[src/rtl/enc_mac_seq_ctrl.sv]
// Sequencer for one encoder layer's shared MAC array: steps the weight-row index,
// gates accumulator updates on operand availability and holds y until it is taken.
module enc_mac_seq_ctrl #(
  parameter int N_IN  = 10,
  parameter int IDX_W = 4,
  parameter int LAT   = 0
) (
  input  logic             clk,
  input  logic             reset,
  input  logic             start,
  input  logic             op_valid,
  output logic [IDX_W-1:0] idx,
  output logic             acc_load,
  output logic             acc_en,
  output logic             busy,
  output logic             out_valid,
  input  logic             out_ready
);

  typedef enum logic [1:0] {IDLE, RUN, DRAIN, HOLD} state_t;

  localparam int               IDX_LAST_I = N_IN - 1;
  localparam logic [IDX_W-1:0] IDX_LAST   = IDX_LAST_I[IDX_W-1:0];
  localparam int               LAT_LAST_I = (LAT > 0) ? LAT - 1 : 0;
  localparam logic [3:0]       LAT_LAST   = LAT_LAST_I[3:0];

  state_t           state_reg, state_next;
  logic [IDX_W-1:0] idx_reg, idx_next;
  logic [3:0]       drain_reg, drain_next;

  always_ff @(posedge clk or negedge reset) begin
    if (!reset) begin
      state_reg <= IDLE;
      idx_reg   <= '0;
      drain_reg <= '0;
    end else begin
      state_reg <= state_next;
      idx_reg   <= idx_next;
      drain_reg <= drain_next;
    end
  end

  always_comb begin
    state_next = state_reg;
    idx_next   = idx_reg;
    drain_next = drain_reg;
    acc_en     = 1'b0;
    acc_load   = 1'b0;
    unique case (state_reg)
      IDLE: begin
        if (start) begin
          state_next = RUN;
          idx_next   = '0;
        end
      end
      RUN: begin
        // A missing operand simply stalls the pass; nothing advances.
        if (op_valid) begin
          acc_en   = 1'b1;
          acc_load = (idx_reg == '0);
          if (idx_reg == IDX_LAST) begin
            idx_next   = '0;
            state_next = (LAT > 0) ? DRAIN : HOLD;
          end else begin
            idx_next = idx_reg + IDX_W'(1);
          end
        end
      end
      DRAIN: begin
        if (drain_reg == LAT_LAST) begin
          drain_next = '0;
          state_next = HOLD;
        end else begin
          drain_next = drain_reg + 4'd1;
        end
      end
      HOLD: begin
        idx_next = '0;
        if (out_ready) begin
          state_next = start ? RUN : IDLE;
        end
      end
      default: state_next = IDLE;
    endcase
  end

  assign idx       = idx_reg;
  assign busy      = (state_reg != IDLE);
  assign out_valid = (state_reg == HOLD);

endmodule
[config.mk]
export PLATFORM = sky130hd
export DESIGN_NAME = enc_mac_seq_ctrl
export DESIGN_NICKNAME = d
export VERILOG_FILES = /design/src/rtl/enc_mac_seq_ctrl.sv
export SDC_FILE = /design/constraint.sdc
export NUM_CORES = 1
export LEC_CHECK = 0
export ABC_AREA = 1
export CAP_MARGIN = 20
export CELL_PAD_IN_SITES_DETAIL_PLACEMENT = 1
export CELL_PAD_IN_SITES_GLOBAL_PLACEMENT = 1
export CORE_MARGIN = 1
export CORE_UTILIZATION = 33
export CTS_CLUSTER_SIZE = 40
export DETAILED_ROUTE_END_ITERATION = 10
export GPL_TIMING_DRIVEN = 0
export PLACE_DENSITY = 0.71
export SLEW_MARGIN = 10
export SYNTH_ARGS = -nofsm -noshare
export SYNTH_HDL_FRONTEND = slang
export SYNTH_SLANG_ARGS = --single-unit
export TNS_END_PERCENT = 50
[constraint.sdc]
create_clock -name clk -period 3.4 [get_ports clk]
set_clock_uncertainty 0.05 [all_clocks]
set_input_delay 0.51 -clock clk [delete_from_list [all_inputs] [get_ports clk]]
set_output_delay 0.51 -clock clk [all_outputs]
set_load 0.05 [all_outputs]
==> results.cfg, run 1 <==
[floorplanning]
die_area_mm2 = 0.00232
die_h_um = 48.1
io_pins = 13
num_rows = 16
start_util_pct = 35.4
die_w_um = 48.1
core_mm2 = 0.00198

[yosys]
syn_nets = 103
yosysWarnings = 0
yosysMostFrequentCell = nand2_1
synthDistinctLibCells = 16
yosysTopAreaCell = dfrtp_1
avgSynthCellArea_um2 = 8.16
ys_seq_area_share_pct = 35.7
ys.flop_type = dfrtp_1
syn-instance-count = 86
ys_top_cells_by_area = dfrtp_1 (36%), ha_1 (21%), nand2_1 (8.6%), inv_1 (8.0%), nand3_1 (5.0%)
synth_edf_count = 0
synthTopCellsByCount = nand2_1 (16), inv_1 (15), ha_1 (12), dfrtp_1 (10), nand3_1 (7)
synth_seq_cells = 10
synth_top_area_share_pct = 35.7
synth_area_um2 = 702
ys_async_sr_fraction_pct = 100

[sta]
period_share_pct = 78.6
fin_tns_setup_ns = 0
finalHoldViolCount = 0
max_freq_ghz = 0.374
worst_pin_slew_ns = 0.503
slew-limit-headroom_pct = 66.4
min_period_ns = 2.67
rsz0062_at_grt = no
setup_viol = 0
finalMaxSlewViolations = 0

[clock_network]
root_buffer = clkbuf_4
cts_buffers = 3
hold_buffers = 0
cts.sinks = 10
clkLatencyLatePin_ns = 0.28
h-tree-depth = 1
cts_setup_buffers = 0
clk_path_buf_depth = 2
clk_pin_slew_ns = 0.08
cts_tree = done
cts_resized = 0

[detailed_routing]
dr.pass1.iters = 2
drcViolationCount = 0
drt_iter0_markers = 4
viasPerCell = 4.66
routedWlPerCell_um = 11.4
wirelength_um = 1480
num_vias = 601
final_antenna_net_count = 0

[placement]
placed_area_um2 = 856
hpwl_um = 1170
portBuffers = 12
gp_congestion = 0.706

[job]
maxCapViolCount = 0

[worst_setup_path]
path_cells = inv_1, ha_1, nand3_1, nor3_1, clkdlybuf4s50_1
crit_family = buffers and inverters
slowest_delay_ns = 0.82
path_class = reg -> out
cp-end-kind = output pin
critPathSlowestCell = clkdlybuf4s50_1
startpoint_type = register
worst-path-max-fanout = 5
worst-path-buf-inv = 2
cp.required_ns = 2.84
critPathArrivalTime_ns = 2.11

[final_layout]
drive_gt1_share_pct = 7.84
area_growth_syn_to_layout_pct = 27.1
post-route-cell-area_um2 = 892
nFillCells = 260
diodes = 0
finalNetCount = 120

[global_routing]
grt_overflow = 0
grt_max_degree = 11
grt_pass1_vias = 576
grt_pass1_wl_um = 2390
track_usage_pct = 16.0
antenna_found_initial = 0

[run_status]
status = finished clean

[pwr]
p_per_area_mw_per_mm2 = 808
ir_drop_mv = 0.448
leakagePower_uw = 0.000452

[hold_path]
hp-class = reg -> reg
-- placed cells by master (no fill, tap or decap), drive strengths merged --
cell type / count
nor3: 1
nand3: 7
o21ai: 6
xnor2: 1
ha: 12
inv: 15
xor2: 2
clkbuf: 4
nor2: 8
a31oi: 1
nand3b: 1
dfrtp: 10
clkdlybuf4s50: 12
nand2: 17
a21oi: 1
nand4: 4
-- final timing paths --
kind                                           from                        to  slack (ns)  depth (start not counted)
max                        state_reg[1]$_DFFE_PN0P_                  acc_load        0.73                          5
max reg2reg                state_reg[0]$_DFFE_PN0P_  state_reg[1]$_DFFE_PN0P_        1.83                          8
min in group asynchronous                     reset        idx[2]$_DFFE_PN0P_        0.50                          1
max in group asynchronous                     reset  state_reg[0]$_DFFE_PN0P_        2.47                          1
min                        drain_reg[3]$_DFFE_PN0N_  drain_reg[3]$_DFFE_PN0N_        0.43                          1
min reg2reg                drain_reg[3]$_DFFE_PN0N_  drain_reg[3]$_DFFE_PN0N_        0.43                          1
-- worst register-to-register path: cells and delay by family, from the launching register on --
| family | cells | cell delay, ns |
|---|---|---|
| buffers and inverters | 1 | 0.13 |
| AND/OR/NAND/NOR | 6 | 0.62 |
| flip-flops | 1 | 0.45 |
| adder cells (fa/ha/maj) | 1 | 0.23 |
-- layer usage --
| layer | wire length, µm | GRT usage, % | part of all wire (%) | vias to the layer above |
|---|---|---|---|---|
| li1 | - | - | - | 308 |
| met1 | 641 | 16.6 | 43 | 274 |
| met3 | 64 | 6.67 | 4.3 | 6 |
| met5 | 0 | 0 | 0 | - |
| met4 | 36 | 8.33 | 2.4 | 0 |
| met2 | 735 | 27.6 | 50 | 13 |
-- per-stage QoR --
stage,setup slack (ns),hold slack [ns],utilization (%),std cells,total power (µW)
5_1_grt,0.588,0.451,45.0,129,789
6_report,0.729,0.429,45.0,129,721
2_1_floorplan,0.820,0.164,-,86,490
3_3_place_gp,0.781,0.417,43.2,125,601
4_1_cts,0.703,0.434,45.0,129,734
3_5_place_dp,0.758,0.420,43.2,125,614
-- area by class of cell --
type	count	area (µm²)	share of cell area [%]
Timing Repair Buffer	12	120	13.5
Clock buffer	4	36.3	4.07
Tap cell	27	33.8	3.79
Sequential cell	10	250	28.1
Inverter	15	56.3	6.31
Multi-Input combinational cell	61	395	44.3
-- report_power, final --
part / switching, µW / internal, µW
Clock: 46.8 / 65.2
Combinational: 287 / 147
Sequential: 31.1 / 144
-- logic make-up (layout without fill, tap and decap cells) --
family / count (synthesis) / after routing / share of synthesized area, %
and+or+nand+nor: 38 / 38 / 25.3
AOI/OAI and AO/OA: 8 / 8 / 5.88
DFF: 10 / 10 / 35.7
adders and majority gates: 12 / 12 / 21.4
buffers and inverters: 15 / 31 / 8.02
xor gates and xnor gates: 3 / 3 / 3.74
(Power assumes the default switching activity.)
==> run 2: changes to the inputs <==
Settings changed: PLACE_DENSITY 0.71 to 0.74.
Clock period 3.4 ns to 2.3 ns, I/O delays scaled along.
==> run 2 against run 1 <==
  * Clock power grew 9.8%
  * Die area did not move
  * Routed wire length shrank 0.61%
  * Sequential power grew 45%
  * Global-route usage fell by 0.58 points
  * Register-to-register slack got worse by 1.1 ns
  * Via count grew 0.50%
  * Count of clock-buffer cells in the layout shrank 1
  * Sequential share of layout area is 0.40 points higher
  * Setup slack got worse by 0.59 ns
  * Power rose by 40%
  * Critical path type unchanged
  * Largest power group unchanged
==> results.cfg, run 2 (synthesis results as in run 1) <==
[final_layout]
finalNetCount = 120
layout_commonest_cell = nand2_1
final_cell_count_no_fill = 128
diodes = 0
drive_gt1_share_pct = 7.92
post-route-cell-area_um2 = 880
layout_common_cells = nand2_1 (16), inv_1 (15), ha_1 (12)
area_growth_syn_to_layout_pct = 25.3

[detailed_routing]
drt_iter0_markers = 3
final_antenna_net_count = 0
viasPerCell = 4.72
wl_met3_um = 62
wl_met2_um = 734
num_vias = 604
routedWlPerCell_um = 11.5
top_layer = met3
wirelength_um = 1470
drcViolationCount = 0
dr.pass1.iters = 3
routedLengthMet1_um = 671

[worst_setup_path]
startpoint_type = register
path_cells = inv_1, ha_1, nand3_1, nor3_2, dlygate4sd2_1
worst-path-max-fanout = 5
slowest_delay_ns = 0.54
path_class = reg -> out
cp-end-kind = output pin
critPathSlowestCell = dlygate4sd2_1
cp.required_ns = 1.90
critPathArrivalTime_ns = 1.77

[floorplanning]
num_rows = 16
die_w_um = 48.1
core_mm2 = 0.00198
io_pins = 13
die_area_mm2 = 0.00232
die_h_um = 48.1
start_util_pct = 35.4

[pwr]
p_clk_share_pct = 12.2
ir_drop_mv = 0.453
power.total_uw = 1010
p_per_area_mw_per_mm2 = 1150
p_comb_share_pct = 62.7
internal_power_uw = 479
netSwitchingFraction_pct = 52.6
p_sw_uw = 532
leakagePower_uw = 0.000457
seqPwrFrac_pct = 25.1

[global_routing]
antenna_found_initial = 0
grt_pass1_wl_um = 2360
grt_max_degree = 11
grt_pass1_vias = 560
track_usage_pct = 15.4
grt_overflow = 0

[clock_network]
cts_buffers = 3
clkLatencyLatePin_ns = 0.27
clk_path_buf_depth = 2
h-tree-depth = 1
clk_pin_slew_ns = 0.07
cts_tree = done
root_buffer = clkbuf_4
cts.sinks = 10

[hold_path]
hp-class = in -> async

[sta]
period_share_pct = 94.1
finalHoldViolCount = 0
min_period_ns = 2.16
setup_viol = 0
fin_tns_setup_ns = 0
max_freq_ghz = 0.462
rsz0062_at_grt = no
finalMaxSlewViolations = 0
slew-limit-headroom_pct = 66.6
holdWs_ns = 0.353
worst_pin_slew_ns = 0.499

[placement]
hpwl_um = 1230
portBuffers = 12
gp_congestion = 0.805
placed_area_um2 = 861
dp.cells = 125

[job]
maxCapViolCount = 0

[run_status]
status = finished clean
-- run 2: stage by stage --
| stage | setup WS [ns] | utilization (%) |
|---|---|---|
| 2_1_floorplan | 0.306 | - |
| 3_3_place_gp | 0.0192 | 43.4 |
| 3_5_place_dp | 0.0276 | 43.4 |
| 4_1_cts | 0.103 | 44.4 |
| 5_1_grt | 0.0289 | 44.4 |
| 6_report | 0.136 | 44.4 |
-- run 2: layer usage --
metal | vias up | GRT usage, %
met5 | - | 0
met3 | 0 | 5.93
li1 | 304 | -
met1 | 288 | 17.0
met4 | 0 | 3.33
met2 | 12 | 28.1
-- run 2: layout make-up --
cell class,instances,area (µm²)
fill,242,1100
sequential,10,250
timing repair buffer,12,116
inverter,15,56.3
clock buffer,3,22.5
tap,27,33.8
multi-input combinational,61,400
-- run 2: path summary, 6_finish.rpt --
path,startpoint,end,slack (ns),depth (start not counted)
min reg2reg,drain_reg[3]$_DFFE_PN0N_,drain_reg[3]$_DFFE_PN0N_,0.44,1
max,state_reg[1]$_DFFE_PN0P_,acc_load,0.14,5
max in group asynchronous,reset,state_reg[1]$_DFFE_PN0P_,1.52,1
min in group clk,drain_reg[3]$_DFFE_PN0N_,drain_reg[3]$_DFFE_PN0N_,0.44,1
max reg2reg,state_reg[0]$_DFFE_PN0P_,idx[3]$_DFFE_PN0P_,0.75,7
min,reset,idx[1]$_DFFE_PN0P_,0.35,1
-- run 2: power by group through the flow --
stage	Combinational (µW)	Clock, µW	Sequential (µW)
3_5_place_dp	656	0	259
4_1_cts	642	127	256
3_3_place_gp	633	0	257
2_1_floorplan	421	0	305
6_report	633	123	254
5_1_grt	715	136	261
-- run 2: critical path: cells and delay by family (launching register included) --
family,cells,cell delay (ns)
buffers and inverters,2,0.68
flip-flops,1,0.42
adder cells (fa/ha/maj),1,0.22
AND/OR/NAND/NOR,2,0.19
-- run 2: what timing repair did --
item / CTS / global route
setup buffers: 0 / 0
hold buffers: 0 / 0
resized for setup: 3 / 0
setup endpoints to repair: 3 / 0
